===== src/rtl/interrupt_controller.sv =====
// Game Boy interrupt controller: IF/IE registers, request collection, priority
// encoding and a short sequencer that fetches the dispatch vector from the table.
//
// state   | meaning
// --------+----------------------------------------------------------
// IDLE    | waiting for int_ack with an enabled interrupt pending
// ADDR_LO | table index 2n presented, move index to 2n+1
// CAP_LO  | table_do holds the low vector byte
// CAP_HI  | table_do holds the high vector byte, vector registered
// DONE    | vector_valid strobe cycle, then back to IDLE
module interrupt_controller (
  input  logic        clock,
  input  logic        reset_n,
  input  logic [4:0]  irq_in,
  input  logic [15:0] A,
  input  logic [7:0]  Di,
  output logic [7:0]  Do,
  input  logic        wr,
  input  logic        rd,
  input  logic        ime,
  input  logic        int_ack,
  output logic        int_req,
  output logic        int_pending,
  output logic [3:0]  table_addr,
  input  logic [7:0]  table_do,
  output logic [15:0] vector,
  output logic        vector_valid
);

  localparam logic [15:0] ADDR_IF = 16'hFF0F;
  localparam logic [15:0] ADDR_IE = 16'hFFFF;

  typedef enum logic [2:0] {
    IDLE    = 3'd0,
    ADDR_LO = 3'd1,
    CAP_LO  = 3'd2,
    CAP_HI  = 3'd3,
    DONE    = 3'd4
  } state_t;

  state_t      state;
  logic [4:0]  if_q;
  logic [7:0]  ie_q;
  logic [2:0]  irq_n;
  logic [7:0]  vec_lo;

  logic [4:0]  pend;
  logic        pend_any;
  logic [2:0]  pend_idx;
  logic        ack_take;
  logic [4:0]  if_nxt;

  // Lowest-numbered enabled request wins.
  always_comb begin
    pend     = ie_q[4:0] & if_q;
    pend_any = |pend;
    pend_idx = 3'd0;
    for (int i = 4; i >= 0; i--) begin
      if (pend[i]) pend_idx = 3'(i);
    end
  end

  assign ack_take = (state == IDLE) && int_ack && pend_any;

  // Per-bit precedence: ack clear, then CPU write, then incoming request.
  always_comb begin
    if_nxt = if_q;
    if (ack_take) if_nxt[pend_idx] = 1'b0;
    if (wr && (A == ADDR_IF)) if_nxt = Di[4:0];
    if_nxt = if_nxt | irq_in;
  end

  assign int_pending = pend_any;
  assign int_req     = pend_any && ime && (state == IDLE);

  always_ff @(posedge clock or negedge reset_n) begin
    if (!reset_n) begin
      if_q <= 5'd0;
      ie_q <= 8'd0;
      Do   <= 8'd0;
    end else begin
      if_q <= if_nxt;
      if (wr && (A == ADDR_IE)) ie_q <= Di;
      if (rd) begin
        case (A)
          ADDR_IF: Do <= {3'b111, if_q};
          ADDR_IE: Do <= ie_q;
          default: Do <= 8'h00;
        endcase
      end
    end
  end

  always_ff @(posedge clock or negedge reset_n) begin
    if (!reset_n) begin
      state        <= IDLE;
      irq_n        <= 3'd0;
      table_addr   <= 4'd0;
      vec_lo       <= 8'd0;
      vector       <= 16'd0;
      vector_valid <= 1'b0;
    end else begin
      vector_valid <= 1'b0;
      case (state)
        IDLE: begin
          if (ack_take) begin
            irq_n      <= pend_idx;
            table_addr <= {pend_idx, 1'b0};
            state      <= ADDR_LO;
          end
        end
        ADDR_LO: begin
          table_addr <= {irq_n, 1'b1};
          state      <= CAP_LO;
        end
        CAP_LO: begin
          vec_lo <= table_do;
          state  <= CAP_HI;
        end
        CAP_HI: begin
          vector       <= {table_do, vec_lo};
          vector_valid <= 1'b1;
          state        <= DONE;
        end
        DONE: begin
          state <= IDLE;
        end
        default: begin
          state <= IDLE;
        end
      endcase
    end
  end

endmodule


===== config.mk =====
export PLATFORM = sky130hd
export DESIGN_NAME = interrupt_controller
export DESIGN_NICKNAME = d
export VERILOG_FILES = /design/src/rtl/interrupt_controller.sv
export SDC_FILE = /design/constraint.sdc
export NUM_CORES = 1
export LEC_CHECK = 0
export BUFFER_PORTS_ARGS = -buffer_cell sky130_fd_sc_hd__buf_4
export CAP_MARGIN = 30
export CORE_AREA = 2 2 82 84
export CTS_BUF_LIST = sky130_fd_sc_hd__clkbuf_16
export CTS_CLUSTER_DIAMETER = 40
export CTS_CLUSTER_SIZE = 24
export DETAILED_ROUTE_END_ITERATION = 16
export DIE_AREA = 0 0 84 86
export PLACE_DENSITY = 0.64
export SYNTH_ARGS = -nofsm -noshare
export SYNTH_HDL_FRONTEND = slang
export SYNTH_SLANG_ARGS = --single-unit

===== constraint.sdc =====
create_clock -name clock -period 3.75 [get_ports clock]
set_input_delay 0.375 -clock clock [delete_from_list [all_inputs] [get_ports clock]]
set_output_delay 0.375 -clock clock [all_outputs]
set_load 0.02 [all_outputs]

==> results of run 1 <==
-- layout make-up --
cell class	instances	share of cell area
Clock buffer	5	0.0389
Clock inverter	3	0.00701
Inverter	8	0.00935
Multi-Input combinational cell	161	0.308
Sequential cell	56	0.436
Tap cell	77	0.0300
Timing Repair Buffer	73	0.171
-- state kept, by name, summed over array words and instances, names as in the netlist --
register,count
ie_q,8
vector,16
Do,8
if_q,5
vec_lo,8
irq_n,3
vector_valid,1
table_addr,4
state,3
-- kinds of logic (layout without fill, tap and decap cells) --
kind of cell	Yosys count	count (layout)	synth area share
buffers and inverters	17	89	0.0295
DFF	56	56	0.569
AOI/OAI and AO/OA	37	37	0.0945
muxes	23	23	0.117
and+or+nand+nor	101	101	0.190
-- Yosys cell counts, drive strengths merged (4+ instances only) --
cell type / instances
nand2: 70
dfrtp: 56
mux2: 23
o21ai: 8
a31oi: 7
inv: 7
a21o: 6
clkbuf: 6
a21oi: 5
nor2: 5
o22ai: 5
nor3: 4
-- metrics by stage --
| stage | hold WS [ns] | power [mW] | instances | utilization |
|---|---|---|---|---|
| 2_1_floorplan | 0.0794 | 1.20 | 234 | - |
| 3_3_place_gp | 0.444 | 1.43 | 375 | 0.488 |
| 3_5_place_dp | 0.452 | 1.44 | 375 | 0.488 |
| 4_1_cts | 0.168 | 1.91 | 383 | 0.512 |
| 5_1_grt | 0.181 | 2.01 | 383 | 0.512 |
| 6_report | 0.123 | 1.89 | 383 | 0.512 |
-- where the power goes --
| group | total, mW | internal (mW) | switching (mW) |
|---|---|---|---|
| clock | 0.464 | 0.250 | 0.214 |
| sequential | 0.843 | 0.751 | 0.0914 |
| combinational | 0.581 | 0.267 | 0.314 |
| total | 1.89 | 1.27 | 0.619 |
-- per-layer routing --
metal / global-route usage / up-vias / share of wire
li1: - / 944 / -
met1: 0.207 / 916 / 0.45
met2: 0.271 / 30 / 0.51
met3: 0.0289 / 8 / 0.030
met4: 0.0572 / 0 / 0.018
met5: 0 / - / 0
-- how the worst min path moves through the flow --
stage	from	endpoint	slack, ns	cells after the start
floorplan	reset_n	Do[0]$_DFFE_PN0P_	0.08	0
global placement	vec_lo[6]$_DFFE_PN0P_	vector[6]$_DFFE_PN0P_	0.44	2
detailed placement	vec_lo[6]$_DFFE_PN0P_	vector[6]$_DFFE_PN0P_	0.45	2
CTS	reset_n	vec_lo[7]$_DFFE_PN0P_	0.17	1
global route	reset_n	Do[5]$_DFFE_PN0P_	0.18	1
finish	reset_n	Do[5]$_DFFE_PN0P_	0.12	1
==> flow_summary.ini, run 1 <==
[timing]
hold_violations = 0
fin_ws_ns = 1.56
slew_violations = 0
period_minus_slack_ns = 2.19
fin_setup_tns_ns = 0
post-route-period-util = 0.583
tightest_slew_ns = 0.932
setup_viol = 0
finalClockSkew_ns = 0.00722
timing.fmax_mhz = 457
rsz0062_at_grt = false
relSlewSlack = 0.378

[place]
dpl.hpwl_um = 3920
post-place-ws_ns = 1.49
placed_area_um2 = 3070
gp_congestion = 0.751
portBuffers = 73

[final_layout]
multiInputGateArea_um2 = 990
fin_area_um2 = 3210
drive_above_1_share = 0.356
nFillCells = 583
most-common-layout-cells = buf_4, nand2_1, dfrtp_1
final_nets = 348
final_common_cell = buf_4
diodes = 0
seqCellArea_um2 = 1400
syn2layout_area_growth_pct = 30.4

[global_route]
grt_max_degree = 57
antenna_found_initial = 0
grt_pass1_vias = 1905
grt_pass1_wl_um = 9270
gr-total-overflow = 0
grt_usage = 0.160

[synth]
syn_area_um2 = 2460
synth-seq-cells = 56
syn_area_per_cell_um2 = 10.5
synth_warnings = 0
ys_seq_area_frac = 0.569
syn_inst = 234
yosysUniqueCellTypes = 37
synth_edf_count = 0
synth_nets = 277
ys_top_cells_by_area = dfrtp_1, nand2_1, mux2_2
async_reset_ff_frac = 1.00
netlist.area_leader.share = 0.569
yosysTopAreaCell = dfrtp_1
synth-main-ff-cell = dfrtp_1

[critical_path]
critPathLaunchType = flip-flop
cp_top_family = simple AND/OR/NAND/NOR gates
worst-path-stages = 4
slowest_stage = dfrtp_1
r2r_cells = 4
worstSetupEndpointType = output pin
critPathKind = flip-flop to output pin
cp_max_fo = 5
rrSetupSlack_ns = 1.62
r2r_start = ie_q[1]$_DFFE_PN0P_
crit_buf_inv = 1
cp.required_ns = 3.38
cp-startpoint = ie_q[1]$_DFFE_PN0P_
rr_endpoint = table_addr[1]$_DFFE_PN0P_
crit_chain = a22oi_1 > nand3_1 > and3_1 > buf_4
cp-endpoint = int_req
worstPathArrival_ns = 1.81
slowest_delay_ns = 0.41

[routing]
vias = 1898
drtIter0Drc = 76
dr.pass1.iters = 4
wl_um = 5380
drc = 0
drt-wirelength-per-cell_um = 14.0
viasPerCell = 4.96
final_antenna_net_count = 0

[clock_tree]
cts_buffers = 5
cts_hold_buf = 0
htreeDepth = 2
clk_path_buf_depth = 2
cts_sinks = 56
worstSkewPairLatency_ns = 0.29
path_clk_slew_ns = 0.07
cts_resized = 0
post_cts.repair.setup_buffers = 0
root_buffer = clkbuf_16
tritoncts = built

[die]
initial_core_util = 0.392
die_h_um = 86
core_um2 = 6280
dieWidth_um = 84
rows = 29
io_pins = 74
dieArea_um2 = 7220

[worst_hold_path]
hold_class = input pin to asynchronous set/reset pin

[pwr]
p_leak_nw = 1.65
peakVddDrop_uv = 354
pwr_density_cell_nw_per_um2 = 587

[run]
drv_cap = 0

[run_status]
outcome = finished clean
(Power assumes the default switching activity.)
==> run 2, diff against run 1 <==
==> constraint.sdc (replaced) <==
create_clock -name clock -period 2.3 [get_ports clock]
set_input_delay 0.23 -clock clock [delete_from_list [all_inputs] [get_ports clock]]
set_output_delay 0.23 -clock clock [all_outputs]
set_load 0.02 [all_outputs]
==> run 2 against run 1 <==
  * The run now ends with negative hold slack left
  * Power up 67%
  * Sequential share of layout area down 0.83 points
  * Global-route usage up 0.079 points
  * Largest cell class unchanged
  * Largest power group unchanged
  * Critical path depth up 1
  * Critical endpoint unchanged
  * Clock power up 68%
==> flow_summary.ini, run 2 (synthesized netlist as in run 1, its figures left out) <==
[run_status]
outcome = finished with violations
violations = negative hold slack

[critical_path]
cp-startpoint = ie_q[2]$_DFFE_PN0P_
critPathLaunchType = flip-flop
cp_top_family = flip-flops
crit_buf_inv = 2
r2r_start = ie_q[2]$_DFFE_PN0P_
slowest_stage = dfrtp_1
slowest_delay_ns = 0.43
cp.required_ns = 2.07
critPathKind = flip-flop to output pin
crit_chain = a22oi_1 > nand3_1 > buf_4 > and3_1 > buf_4
worstSetupEndpointType = output pin
cp_max_fo = 5
path_common_cell = buf_4
worstPathArrival_ns = 1.77

[die]
die_h_um = 86
initial_core_util = 0.392
rows = 29
core_um2 = 6280
dieWidth_um = 84
dieArea_um2 = 7220
io_pins = 74

[timing]
post-route-period-util = 0.870
fin_ws_ns = 0.299
relSlewSlack = 0.524
fin_worst_hold_slack_ns = -0.0195
fin_setup_tns_ns = 0
period_minus_slack_ns = 2.00
slew_violations = 0
timing.fmax_mhz = 500
setup_viol = 0
rsz0062_at_grt = false
tightest_slew_ns = 0.714
hold_violations = 20
finalClockSkew_ns = 0.00533

[global_route]
grt_usage = 0.160
grt_pass1_wl_um = 9350
grt_max_degree = 57
grt_pass1_vias = 1977
antenna_found_initial = 0
grt.met1_usage = 0.213
gr-total-overflow = 0
use_met3 = 0.0289
busiest_layer = met2
use_met2 = 0.267

[routing]
wl_um = 5540
final_antenna_net_count = 0
viasPerCell = 4.98
drtIter0Drc = 117
vias = 1949
drc = 0
dr.pass1.iters = 4
drt-wirelength-per-cell_um = 14.2

[worst_hold_path]
hold_class = input pin to asynchronous set/reset pin

[final_layout]
final_cells = 391
final_nets = 356
syn2layout_area_growth_pct = 33.0
largest_reg_flops = 16
diodes = 0
post-route-util = 0.522
final_common_cell = buf_4
most-common-layout-cells = buf_4, nand2_1, dfrtp_1
regMostFlops = vector
fin_area_um2 = 3280
drive_above_1_share = 0.373

[clock_tree]
root_buffer = clkbuf_16
path_clk_slew_ns = 0.07
worstSkewPairLatency_ns = 0.30
post_cts.repair.setup_buffers = 0
tritoncts = built
cts_resized = 0
clk_path_buf_depth = 2
cts_sinks = 56
htreeDepth = 2
cts_buffers = 5
cts_hold_buf = 0

[place]
gp_congestion = 0.789
placed_area_um2 = 3130
dpl.hpwl_um = 4020
dp.cells = 383
portBuffers = 73
post-place-ws_ns = 0.365

[run]
drv_cap = 0

[pwr]
p_leak_nw = 1.68
pwr_density_cell_nw_per_um2 = 960
peakVddDrop_uv = 636
run 2: power breakdown:
part           total, mW  internal, mW  leakage, nW  switching, mW
clock              0.781         0.412       0.0708          0.368
combinational      0.985         0.467        0.905          0.518
sequential          1.38          1.22        0.708          0.155
total               3.15          2.10         1.68           1.04
run 2: final cells by class:
type	instances	area (um2)
clock buffers	5	125
clock inverters	3	25.0
fillers	590	3000
inverters	8	30.0
multi-input cells	161	990
flip-flops and latches	56	1400
well taps	77	96.3
repair buffers	81	608
run 2: worst register-to-register path: cells and delay by family, from the launching register on:
family          cells  cell delay, ns
compound gates      2            0.83
flops               1            0.43
mux                 1            0.39
simple gates        1            0.15
run 2: path summary, 6_finish.rpt:
kind                                        endpoint  slack, ns  cells after the start
max in group asynchronous        ie_q[0]$_DFFE_PN0P_       1.84                      1
max reg2reg                table_addr[3]$_DFFE_PN0P_       0.38                      4
max                                          int_req       0.30                      5
min in group clock            vector[12]$_DFFE_PN0P_       0.13                      3
min reg2reg                    vector[5]$_DFFE_PN0P_       0.47                      2
min                                Do[5]$_DFFE_PN0P_      -0.02                      1
run 2: metal layers:
| metal | vias up | routed length (um) | part of all wire |
|---|---|---|---|
| met5 | - | 0 | 0 |
| met4 | 0 | 78 | 0.014 |
| met3 | 7 | 200 | 0.036 |
| met2 | 45 | 2730 | 0.49 |
| met1 | 934 | 2530 | 0.46 |
| li1 | 963 | - | - |
run 2: metrics by stage:
stage	total power [mW]	hold slack, ns
after floorplan	1.95	-0.0656
after global placement	2.37	0.323
after detailed placement	2.40	0.335
after CTS	3.18	0.0185
after global routing	3.34	0.0376
final	3.15	-0.0195
==> run 3, diff against run 2 <==
--- a/config.mk
+++ b/config.mk
@@ -7,13 +7,13 @@
 export LEC_CHECK = 0
 export BUFFER_PORTS_ARGS = -buffer_cell sky130_fd_sc_hd__buf_4
 export CAP_MARGIN = 30
-export CORE_AREA = 2 2 82 84
+export CORE_AREA = 2 2 77 79
 export CTS_BUF_LIST = sky130_fd_sc_hd__clkbuf_16
 export CTS_CLUSTER_DIAMETER = 40
 export CTS_CLUSTER_SIZE = 24
 export DETAILED_ROUTE_END_ITERATION = 16
-export DIE_AREA = 0 0 84 86
-export PLACE_DENSITY = 0.64
+export DIE_AREA = 0 0 79 81
+export PLACE_DENSITY = 0.74
 export SYNTH_ARGS = -nofsm -noshare
 export SYNTH_HDL_FRONTEND = slang
 export SYNTH_SLANG_ARGS = --single-unit
==> constraint.sdc (replaced) <==
create_clock -name clock -period 1.7 [get_ports clock]
set_input_delay 0.17 -clock clock [delete_from_list [all_inputs] [get_ports clock]]
set_output_delay 0.17 -clock clock [all_outputs]
set_load 0.02 [all_outputs]
==> run 3 against run 2 <==
  * The flow now finishes without violations
  * Count of clock-buffer cells in the layout stayed put
  * Setup slack worse by 0.21 ns
  * Core utilization is 7.8 points higher
  * Combinational power is 38% higher
  * Routed wire length is 0.88% higher
  * Critical path type unchanged
  * Largest cell class unchanged
==> flow_summary.ini, run 3 (synthesized netlist as in run 1, its figures left out) <==
[global_route]
grt_max_degree = 57
gr-total-overflow = 0
grt_pass1_wl_um = 8950
grt_pass1_vias = 1941
antenna_found_initial = 0
grt_usage = 0.179

[final_layout]
regMostFlops = vector
final_cells = 403
syn2layout_area_growth_pct = 38.3
fin_area_um2 = 3410
drive_above_1_share = 0.415
most-common-layout-cells = buf_4, nand2_1, dfrtp_1
largest_reg_flops = 16
diodes = 0
final_nets = 370
final_common_cell = buf_4

[clock_tree]
clk_path_buf_depth = 2
root_buffer = clkbuf_16
htreeDepth = 2
cts_buffers = 5
cts_sinks = 56
worstSkewPairLatency_ns = 0.29
tritoncts = built
path_clk_slew_ns = 0.08

[pwr]
pwr_density_cell_nw_per_um2 = 1260
peakVddDrop_uv = 965
power_mw = 4.28
p_leak_nw = 1.76

[routing]
drtIter0Drc = 50
drc = 0
vias = 1979
viasPerCell = 4.91
dr.pass1.iters = 4
final_antenna_net_count = 0
wl_um = 5590
drt-wirelength-per-cell_um = 13.9

[place]
dpl.hpwl_um = 4090
gp_congestion = 0.763
placed_area_um2 = 3220
post-place-ws_ns = -0.150
portBuffers = 73
dp.cells = 393

[critical_path]
rr_endpoint = table_addr[1]$_DFFE_PN0P_
rrSetupSlack_ns = 0.18
cp.required_ns = 1.53
worstSetupEndpointType = output pin
worstPathArrival_ns = 1.44
r2r_start = if_q[1]$_DFF_PN0_
critPathKind = flip-flop to output pin
crit_chain = a22oi_2 > nand3_2 > and3_4 > buf_4
r2r_cells = 4
critPathLaunchType = flip-flop
cp_max_fo = 4
slowest_stage = dfrtp_1
slowest_delay_ns = 0.42

[timing]
rsz0062_at_grt = false
fin_ws_ns = 0.0928
post-route-period-util = 0.945
fin_worst_hold_slack_ns = 0.0663
tightest_slew_ns = 0.691
setup_viol = 0
timing.fmax_mhz = 622
hold_violations = 0
relSlewSlack = 0.540
slew_violations = 0
period_minus_slack_ns = 1.61
finalClockSkew_ns = 0.00975

[run]
drv_cap = 0

[die]
die_h_um = 81
initial_core_util = 0.434
dieArea_um2 = 6400
dieWidth_um = 79
rows = 28
core_um2 = 5680
io_pins = 74

[worst_hold_path]
whs_path_depth = 3
hp-start = table_do[4]
hold_end = vector[12]$_DFFE_PN0P_
hold_class = input pin to flip-flop

[run_status]
outcome = finished clean
run 3: metrics by stage:
stage,utilization,TNS (ns)
global placement,0.568,-1.10
global route,0.600,0
detailed placement,0.568,-1.35
floorplan,-,-0.185
CTS,0.597,0
finish,0.600,0
run 3: routing by layer:
metal / vias up / part of all wire / track usage
met5: - / 0 / 0
met4: 0 / 0.021 / 0.0690
met3: 10 / 0.028 / 0.0322
met2: 34 / 0.52 / 0.309
met1: 949 / 0.43 / 0.225
li1: 986 / - / -
run 3: how the worst max path moves through the flow:
stage / slack, ns / endpoint / start
final: 0.09 / int_req / if_q[1]$_DFF_PN0_
after global routing: 0.02 / int_req / if_q[1]$_DFF_PN0_
after CTS: 0.02 / int_req / if_q[2]$_DFF_PN0_
after detailed placement: -0.15 / ie_q[6]$_DFFE_PN0P_ / A[3]
after global placement: -0.11 / ie_q[2]$_DFFE_PN0P_ / A[3]
after floorplan: -0.02 / ie_q[0]$_DFFE_PN0P_ / A[6]
run 3: area by class of cell:
| type | instances | area [um2] |
|---|---|---|
| Clock buffer | 5 | 125 |
| Multi-Input combinational cell | 161 | 1020 |
| Fill cell | 496 | 2270 |
| Tap cell | 75 | 93.8 |
| Sequential cell | 56 | 1400 |
| Timing Repair Buffer | 95 | 716 |
| Inverter | 8 | 30.0 |
| Clock inverter | 3 | 25.0 |
run 3: power breakdown:
group | leakage (nW) | internal (mW) | switching, mW
logic | 0.979 | 0.644 | 0.717
clock network | 0.0708 | 0.557 | 0.488
registers | 0.708 | 1.66 | 0.215
run 3: critical path: cells and delay by family (launching register included):
family	cells	cell delay (ns)
DFF	1	0.42
AOI/OAI and AO/OA	1	0.23
and+or+nand+nor	2	0.34
buffers and inverters	1	0.15
run 3: repair_timing:
action / 4_1_cts / 5_1_grt
endpoints found under the setup margin: 2 / 1
gates resized for setup: 1 / 2
hold buffers: 1 / 0
setup buffers: 0 / 1
endpoints found under the hold margin: 56 / 0
pin swaps: 0 / 3
